### config.mk
export PLATFORM = sky130hd
export DESIGN_NAME = keccak_share_arbiter
export DESIGN_NICKNAME = d
export VERILOG_FILES = /design/src/rtl/keccak_share_arbiter.sv
export SDC_FILE = /design/constraint.sdc
export NUM_CORES = 1
export LEC_CHECK = 0
export BUFFER_PORTS_ARGS = -buffer_cell sky130_fd_sc_hd__clkbuf_2
export CAP_MARGIN = 40
export CORE_AREA = 2 2 442 444
export CTS_BUF_LIST = sky130_fd_sc_hd__clkbuf_2
export DETAILED_ROUTE_END_ITERATION = 6
export DIE_AREA = 0 0 444 446
export MAX_ROUTING_LAYER = met4
export PLACE_DENSITY = 0.32
export SLEW_MARGIN = 0
export SYNTH_ARGS = -nofsm -noshare
export SYNTH_HDL_FRONTEND = slang
export SYNTH_SLANG_ARGS = --single-unit
### constraint.sdc
create_clock -name clk -period 2.9 [get_ports clk]
set_input_delay 0.29 -clock clk [delete_from_list [all_inputs] [get_ports clk]]
set_output_delay 0.29 -clock clk [all_outputs]
set_load 0.05 [all_outputs]
### src/rtl/keccak_share_arbiter.sv
// Round-robin arbiter that lends one SHA-3 core to two requesters a whole message at a time.
// Each message gets a one-cycle core clear, then the owner's words are streamed and the digest is captured.
module keccak_share_arbiter #(
  parameter int unsigned HASH_W = 512
) (
  input  logic              clk,
  input  logic              reset,
  input  logic [1:0]        req,
  output logic [1:0]        grant,
  input  logic [31:0]       in0,
  input  logic [31:0]       in1,
  input  logic              in_ready0,
  input  logic              in_ready1,
  input  logic              is_last0,
  input  logic              is_last1,
  input  logic [1:0]        byte_num0,
  input  logic [1:0]        byte_num1,
  output logic              buffer_full0,
  output logic              buffer_full1,
  output logic [1:0]        done,
  output logic [HASH_W-1:0] hash_out,
  output logic              core_reset,
  output logic [31:0]       core_in,
  output logic              core_in_ready,
  output logic              core_is_last,
  output logic [1:0]        core_byte_num,
  input  logic              core_buffer_full,
  input  logic [HASH_W-1:0] core_out,
  input  logic              core_out_ready
);

  typedef enum logic [2:0] {
    S_IDLE,
    S_CLEAR,
    S_STREAM,
    S_WAIT,
    S_DONE
  } state_t;

  state_t              state_q, state_d;
  logic [1:0]          grant_q, grant_d;
  logic [1:0]          done_q, done_d;
  logic [HASH_W-1:0]   hash_q, hash_d;
  logic                last_q, last_d;
  logic                owner;
  logic                pick;
  logic                accept;

  // grant is one-hot, so bit 1 alone identifies the owner
  assign owner = grant_q[1];

  // Word-path mux: only the owner reaches the core, and only while streaming
  always_comb begin
    core_in       = 32'd0;
    core_in_ready = 1'b0;
    core_is_last  = 1'b0;
    core_byte_num = 2'd0;
    buffer_full0  = 1'b1;
    buffer_full1  = 1'b1;
    if (state_q == S_STREAM) begin
      if (owner) begin
        core_in       = in1;
        core_in_ready = in_ready1;
        core_is_last  = is_last1;
        core_byte_num = byte_num1;
        buffer_full1  = core_buffer_full;
      end else begin
        core_in       = in0;
        core_in_ready = in_ready0;
        core_is_last  = is_last0;
        core_byte_num = byte_num0;
        buffer_full0  = core_buffer_full;
      end
    end
  end

  assign core_reset = reset | (state_q == S_CLEAR);
  assign accept     = core_in_ready & ~core_buffer_full;

  // Prefer the requester that was not served last; otherwise whichever is asking
  assign pick = req[~last_q] ? ~last_q : req[1];

  always_comb begin
    state_d = state_q;
    grant_d = grant_q;
    done_d  = 2'b00;
    hash_d  = hash_q;
    last_d  = last_q;
    case (state_q)
      S_IDLE: begin
        if (req != 2'b00) begin
          grant_d = pick ? 2'b10 : 2'b01;
          state_d = S_CLEAR;
        end
      end
      S_CLEAR: begin
        state_d = S_STREAM;
      end
      S_STREAM: begin
        if (accept && core_is_last) begin
          state_d = S_WAIT;
        end
      end
      S_WAIT: begin
        // Digest valid seen earlier belongs to the previous message and is ignored
        if (core_out_ready) begin
          hash_d  = core_out;
          done_d  = grant_q;
          state_d = S_DONE;
        end
      end
      S_DONE: begin
        last_d  = owner;
        grant_d = 2'b00;
        state_d = S_IDLE;
      end
      default: begin
        state_d = S_IDLE;
        grant_d = 2'b00;
      end
    endcase
  end

  always_ff @(posedge clk) begin
    if (reset) begin
      state_q <= S_IDLE;
      grant_q <= 2'b00;
      done_q  <= 2'b00;
      hash_q  <= '0;
      last_q  <= 1'b1;
    end else begin
      state_q <= state_d;
      grant_q <= grant_d;
      done_q  <= done_d;
      hash_q  <= hash_d;
      last_q  <= last_d;
    end
  end

  assign grant    = grant_q;
  assign done     = done_q;
  assign hash_out = hash_q;

endmodule

==> results of run 1 <==
-- synthesized netlist by cell type (all sizes together) --
library cell,number
or3b,2
and2,2
nand2,1027
o2111a,1
dfxtp,520
a21oi,514
a32oi,1
mux2i,36
nand3,1
a21boi,2
and4b,1
nand4b,1
o21bai,1
buf,119
nor2,42
a21o,1
nor3,1
o21ai,1
o21a,1
clkbuf,62
inv,1
a31oi,1
or3,1
nand3b,1
a311o,1
-- stage by stage --
stage / setup WS [ns] / hold WS, ns / utilization
after floorplan: 0.5103 / 0.4004 / -
after global placement: 0.6835 / 0.4413 / 0.1399
after detailed placement: 0.6328 / 0.4458 / 0.1399
-- kinds of logic after synthesis --
| logic type | after synthesis | synth area share |
|---|---|---|
| AND/OR/NAND/NOR | 1079 | 0.2188 |
| AO/OA/AOI/OAI | 524 | 0.1420 |
| flip-flops | 520 | 0.5575 |
| buffers and inverters | 182 | 0.06251 |
| multiplexers | 36 | 0.01930 |
==> out/results.tsv, run 1 <==
metric	value	unit
status	stopped before the end	
lastStage	4_1_cts	
stop_error	[ERROR RSZ-0060] Max buffer count reached.	
holdBufCountCts	1238	
post-cts-setup-buffers	13	
synth_area_leaders	dfxtp_1 56%, nand2_1 21%, a21oi_1 14%	
netlist_instances	2341	
cts_sinks	520	
die_y	446	µm
synth_largest_area_cell	dfxtp_1	
fp-row-count	162	
ioPinCount	1145	
avgSynthCellArea	7.977	µm²
cts_resized	818	
yosysTopAreaCellShare	0.5575	
gp_congestion	0.8901	
ys_ff_latch	520	
cts_buffers	168	
synth_cell_types	29	
place_area	0.02707	mm²
dp_cells	5895	
start_util	0.09647	
htreeDepth	4	
syn-num-nets	2931	
place_hpwl	100.5	mm
die_w	444	µm
port_buffers	1144	
ys_warn_count	0	
clock_path_buffers	3	
netlist_area	0.01867	mm²
synth.yosys.seq_area_share	0.5575	
clock-root-buffer	clkbuf_2	
==> run 2, diff against run 1 <==
--- a/config.mk
+++ b/config.mk
@@ -7,12 +7,10 @@
 export LEC_CHECK = 0
 export BUFFER_PORTS_ARGS = -buffer_cell sky130_fd_sc_hd__clkbuf_2
 export CAP_MARGIN = 40
-export CORE_AREA = 2 2 442 444
-export CTS_BUF_LIST = sky130_fd_sc_hd__clkbuf_2
+export CORE_AREA = 2 2 443 445
 export DETAILED_ROUTE_END_ITERATION = 6
-export DIE_AREA = 0 0 444 446
-export MAX_ROUTING_LAYER = met4
-export PLACE_DENSITY = 0.32
+export DIE_AREA = 0 0 445 447
+export PLACE_DENSITY_LB_ADDON = 0.15
 export SLEW_MARGIN = 0
 export SYNTH_ARGS = -nofsm -noshare
 export SYNTH_HDL_FRONTEND = slang
==> run 2 against run 1 <==
The flow now finishes without violations; synthesized area unchanged; synthesized cell count stayed put.
==> out/results.tsv, run 2 <==
metric	value	unit	change
finalHoldViolCount	0		
dp_slack	0.6218	ns	was 0.6328 ns
finalSetupViolations	0		
start_util	0.09617		was 0.09647
yosysTopAreaCellShare	0.5575		unchanged
status	completed		was stopped before the end
synth_cell_types	29		unchanged
drc	0		
drt_iter0_markers	992		
rsz0062_at_grt	false		
async_reset_ff_frac	0		unchanged
ant_nets	0		
min_period	2.663	ns	
r2r_end	hash_out[31]		
r2r-start	state_q[0]		
synth.most_common_cell	nand2_1		unchanged
avgSynthCellArea	7.977	µm²	unchanged
ys.flop_type	dfxtp_1		unchanged
coreArea	0.1942	mm²	
vias	22120		
utilization	0.1797		
netlist_instances	2341		unchanged
gp_congestion	0.8969		was 0.8901
crit_path_top_delay_cell	or3b_4		
min_path_cells	4		
post-cts-setup-buffers	0		was 13
cp_top_family	simple AND/OR/NAND/NOR gates		
die_w	445	µm	was 444 µm
fp-row-count	162		unchanged
power_density	563.6	mW/mm²	
power_leakage	14.34	nW	
ys_warn_count	0		unchanged
min_to	state_q[0]		
cts_buffers	75		was 168
worst_pin_slew	0.6305	ns	
largest_reg_flops	512		
fin_worst_skew	0.02037	ns	
cp-start-kind	flop		
finalMaxSlewViolations	0		
nets	4560		
cts.reportedPaths.clkPinSlew	0.05	ns	
finalCritPeriodShare	0.9181		
cp.required	2.61	ns	
die-area	0.1989	mm²	
hp-start	in_ready1		
netlist_area	0.01867	mm²	unchanged
slew_headroom	0.5796		
layout_commonest_cell	clkbuf_2		
htreeDepth	3		was 4
grt_max_degree	97		
syn2layout_area_growth	86.88	%	
synth_area_leaders	dfxtp_1 56%, nand2_1 21%, a21oi_1 14%		unchanged
worstPathCellList	or3b_4 -> buf_4 -> nor2_1 -> clkbuf_2		
antenna_found_initial	37		
synth_largest_area_cell	dfxtp_1		unchanged
synth.yosys.seq_area_share	0.5575		unchanged
hp-class	input pin to flop		
place_hpwl	101.6	mm	was 100.5 mm
ioPinCount	1145		unchanged
critPathKind	flop to output port		
track_usage	0.1236		
finalNonFillerCells	6575		
die_y	447	µm	was 446 µm
path_max_fanout	14		
cts_tree	yes		
dp_cells	5896		was 5895
drt_first_pass_iters	5		
clock-root-buffer	clkbuf_16		was clkbuf_2
clock_path_buffers	3		unchanged
cts_sinks	520		unchanged
crit_buf_inv	2		
port_buffers	1144		unchanged
layout_setup_ws	0.2374	ns	
synth-edff-count	0		unchanged
vias_per_cell	3.365		
max_stage_delay	0.55	ns	
syn-num-nets	2931		unchanged
drv_cap	0		
cp.arrival	2.37	ns	
grt_overflow	0		
fin_setup_tns	0	ns	
end_kind	output port		
grt_pass1_wl	173.7	mm	
most-common-layout-cells	1143 x clkbuf_2, 1027 x nand2_1, 538 x dlygate4sd3_1		
ir_drop	0.0003487	V	
reg2reg_depth	6		
ys_ff_latch	520		unchanged
worstSkewPairLatency	0.68	ns	
maxClockFrequency	0.3756	GHz	
rrSetupSlack	0.26	ns	
wl_per_cell	19.70	µm	
drive_above_1_share	0.3274		
grt_pass1_vias	21950		
wl	129.5	mm	
total_power	0.01967	W	
synthTopCellsByCount	1027 x nand2_1, 520 x dfxtp_1, 514 x a21oi_1		unchanged
run 2: cell counts after synthesis:
No cell type changed its count.
run 2: cells by family after synthesis:
logic type             count (synthesis)  synth area share
flip-flops                           520            0.5575
multiplexers                          36           0.01930
buffers and inverters                182           0.06251
AO/OA/AOI/OAI                        524            0.1420
AND/OR/NAND/NOR                     1079            0.2188
run 2: per-layer routing:
layer / up-vias / track usage / share of wire
met5: - / 0 / 0.00032
met4: 6 / 0.04450 / 0.036
met3: 198 / 0.04003 / 0.075
met2: 727 / 0.2105 / 0.49
met1: 10380 / 0.1441 / 0.40
li1: 10810 / - / -
run 2: how the worst max path moves through the flow:
| stage | from | to | cells after the start | slack, ns |
|---|---|---|---|---|
| 3_5_place_dp | state_q[1] | core_in[16] | 4 | 0.62 |
| 5_1_grt | state_q[0] | core_in[31] | 4 | 0.08 |
| 4_1_cts | state_q[1] | core_in[16] | 4 | 0.06 |
| 6_report | state_q[0] | core_in[19] | 4 | 0.24 |
| 2_1_floorplan | grant[1] | core_byte_num[0] | 4 | 0.51 |
| 3_3_place_gp | state_q[1] | core_in[19] | 4 | 0.64 |
run 2: timing repair:
| item | 4_1_cts | 5_1_grt |
|---|---|---|
| hold buffers | 538 | 0 |
| cloned | 0 | 1 |
| setup endpoints to repair | 14 | 2 |
| endpoints found under the hold margin | 516 | 0 |
| gates resized for setup | 1 | 1 |
run 2: stage by stage:
step,hold slack (ns),cell area (µm²)
after floorplan,0.4004,18670
after global placement,0.4408,27040
after detailed placement,0.4456,27040
after CTS,0.001624,34870
after global routing,0.05023,34890
final,0.1173,34900
run 2: where the power goes:
part           total, W  switching, W  internal (W)  leakage (nW)
registers       0.00741      0.000105       0.00731          4.20
clock network   0.00934       0.00389       0.00545          1.19
logic           0.00291       0.00181       0.00111          8.95
total            0.0197       0.00580        0.0139          14.3
run 2: worst register-to-register path, cell delays in order, from the launching register on:
cell and delay, ns:
dfxtp_1 0.59, and4b_4 0.36, buf_12 0.25, buf_4 0.48
nand2_1 0.19, a21oi_1 0.15, dlygate4sd3_1 0.56
run 2: final cells by class:
class,instances,area (µm²)
fillers,22310,159300
repair buffers,1732,11730
flip-flops and latches,520,10410
multi-input cells,1640,7112
well taps,2542,3181
clock buffers,112,2247
clock inverters,21,191.4
diodes,7,17.52
inverters,1,3.754
Note: power is estimated with default switching activity, not from simulation.
==> run 3, diff against run 2 <==
--- a/config.mk
+++ b/config.mk
@@ -11,6 +11,7 @@
 export DETAILED_ROUTE_END_ITERATION = 6
 export DIE_AREA = 0 0 445 447
 export PLACE_DENSITY_LB_ADDON = 0.15
+export REMOVE_ABC_BUFFERS = 1
 export SLEW_MARGIN = 0
 export SYNTH_ARGS = -nofsm -noshare
 export SYNTH_HDL_FRONTEND = slang
==> run 3 against run 2 <==
Clock power is 2% lower; utilization is 0.083 points lower; register-to-register slack better by 0.58 ns; first-iteration DRC count is 18% higher; critical path type unchanged; worst hold slack worse by 0.085 ns; largest power group unchanged.
==> out/results.tsv, run 3 (synthesis results as in run 2) <==
metric	value	unit	change
vias	21960		was 22.12k
rsz0062_at_grt	false		unchanged
dp_cells	5914		was 5896
cts_resized	0		was 1
coreArea	0.1942	mm²	unchanged
grt_overflow	0		unchanged
fin_worst_skew	0.02924	ns	was 0.02037 ns
nets	4555		was 4560
min_period	2.718	ns	was 2.663 ns
largest_reg_flops	512		unchanged
finalMaxSlewViolations	0		unchanged
drt_iter0_markers	1170		was 992
finalHoldViolCount	0		unchanged
fin_setup_tns	0	ns	unchanged
worstPathCellList	or3b_1 -> buf_8 -> nor2_1 -> clkbuf_2		was or3b_4 -> buf_4 -> nor2_1 -> clkbuf_2
grt_pass1_wl	168.7	mm	was 173.7 mm
grt_pass1_vias	21860		was 21.95k
ir_drop	0.0003712	V	was 0.0003487 V
most-common-layout-cells	1143 x clkbuf_2, 1027 x nand2_1, 519 x dfxtp_1		was 1143 x clkbuf_2, 1027 x nand2_1, 538 x dlygate4sd3_1
cp.arrival	2.43	ns	was 2.37 ns
hp-class	input pin to flop		unchanged
track_usage	0.1191		was 0.1236
htreeDepth	3		unchanged
crit_path_top_delay_cell	dfxtp_1		was or3b_4
post-cts-setup-buffers	0		unchanged
path_max_fanout	24		was 14
cp-start-kind	flop		unchanged
end_kind	output port		unchanged
syn2layout_area_growth	86.02	%	was 86.88%
place_hpwl	99.27	mm	was 101.6 mm
critPathKind	flop to output port		unchanged
start_util	0.09617		unchanged
drc	0		unchanged
layout_commonest_cell	clkbuf_2		unchanged
fill_cells	22350		was 22.31k
cts_tree	yes		unchanged
die-area	0.1989	mm²	unchanged
layout_setup_ws	0.1824	ns	was 0.2374 ns
maxClockFrequency	0.3680	GHz	was 0.3756 GHz
slew_headroom	0.5488		was 0.5796
worstSkewPairLatency	0.68	ns	about the same
wl	124.8	mm	was 129.5 mm
cts_sinks	520		unchanged
clock-root-buffer	clkbuf_16		unchanged
grt_max_degree	112		was 97
finalCritPeriodShare	0.9371		was 0.9181
die_w	445	µm	unchanged
finalNonFillerCells	6567		was 6575
rrSetupSlack	0.84	ns	was 0.26 ns
finalSetupViolations	0		unchanged
crit_buf_inv	2		unchanged
drive_above_1_share	0.3298		was 0.3274
die_y	447	µm	unchanged
wl_per_cell	19.01	µm	was 19.70 µm
cts.reportedPaths.clkPinSlew	0.06	ns	was 0.05 ns
drt_first_pass_iters	5		unchanged
cp.required	2.61	ns	about the same
power_leakage	14.24	nW	was 14.34 nW
dp_slack	0.8253	ns	was 0.6218 ns
worst_pin_slew	0.6579	ns	was 0.6305 ns
gp_congestion	0.8613		was 0.8969
power_density	560.5	mW/mm²	was 563.6 mW/mm²
status	completed		unchanged
cp_top_family	simple AND/OR/NAND/NOR gates		unchanged
holdBufCountCts	515		was 538
drv_cap	0		unchanged
antenna_found_initial	36		was 37
fp-row-count	162		unchanged
cts_buffers	76		was 75
clock_path_buffers	3		unchanged
vias_per_cell	3.344		was 3.365
max_stage_delay	0.45	ns	was 0.55 ns
ioPinCount	1145		unchanged
port_buffers	1144		unchanged
ant_nets	0		unchanged
==> run 3: area by class of cell <==
class / count / area (µm²) / area share
flip-flops and latches: 520 / 10410 / 0.2997
repair buffers: 1727 / 11620 / 0.3345
clock buffers: 110 / 2202 / 0.06339
inverters: 1 / 3.754 / 0.0001081
well taps: 2542 / 3181 / 0.09156
clock inverters: 18 / 192.7 / 0.005547
multi-input cells: 1639 / 7101 / 0.2044
diodes: 10 / 25.02 / 0.0007204
==> run 3: worst min-delay path, stage by stage <==
cell,delay [ns]
clkbuf_2,0.16
nand2_1,0.11
a21oi_1,0.06
==> run 3: routing by layer <==
layer  global-route usage  share of wire  vias up
li1                     -              -    10800
met2               0.2028           0.49      669
met4              0.03519          0.023        8
met1               0.1418           0.41    10340
met3              0.03848          0.080      149
met5                    0        0.00040        -
==> run 3: final timing paths <==
| path | start | to | depth (start not counted) |
|---|---|---|---|
| worst min-delay path | core_out[99] | hash_out[99] | 3 |
| worst max register to register | state_q[0] | hash_out[18] | 5 |
| worst min register to register | hash_out[486] | hash_out[486] | 2 |
| worst max-delay path | state_q[1] | core_in[0] | 4 |
==> run 3: power by group <==
group,switching (W),internal (W)
clock,0.00374,0.00543
combinational,0.00178,0.00111
sequential,0.000105,0.00731
==> run 3: per-stage QoR <==
step             util  cell area [µm²]  total power, W  hold slack, ns
3_3_place_gp   0.1398            27150        0.009857          0.4405
4_1_cts        0.1788            34710         0.01997        0.009553
3_5_place_dp   0.1399            27160        0.009858          0.4454
5_1_grt        0.1788            34720         0.02039        0.007592
6_report       0.1789            34740         0.01947         0.03276
2_1_floorplan       -            17510        0.008770          0.3591
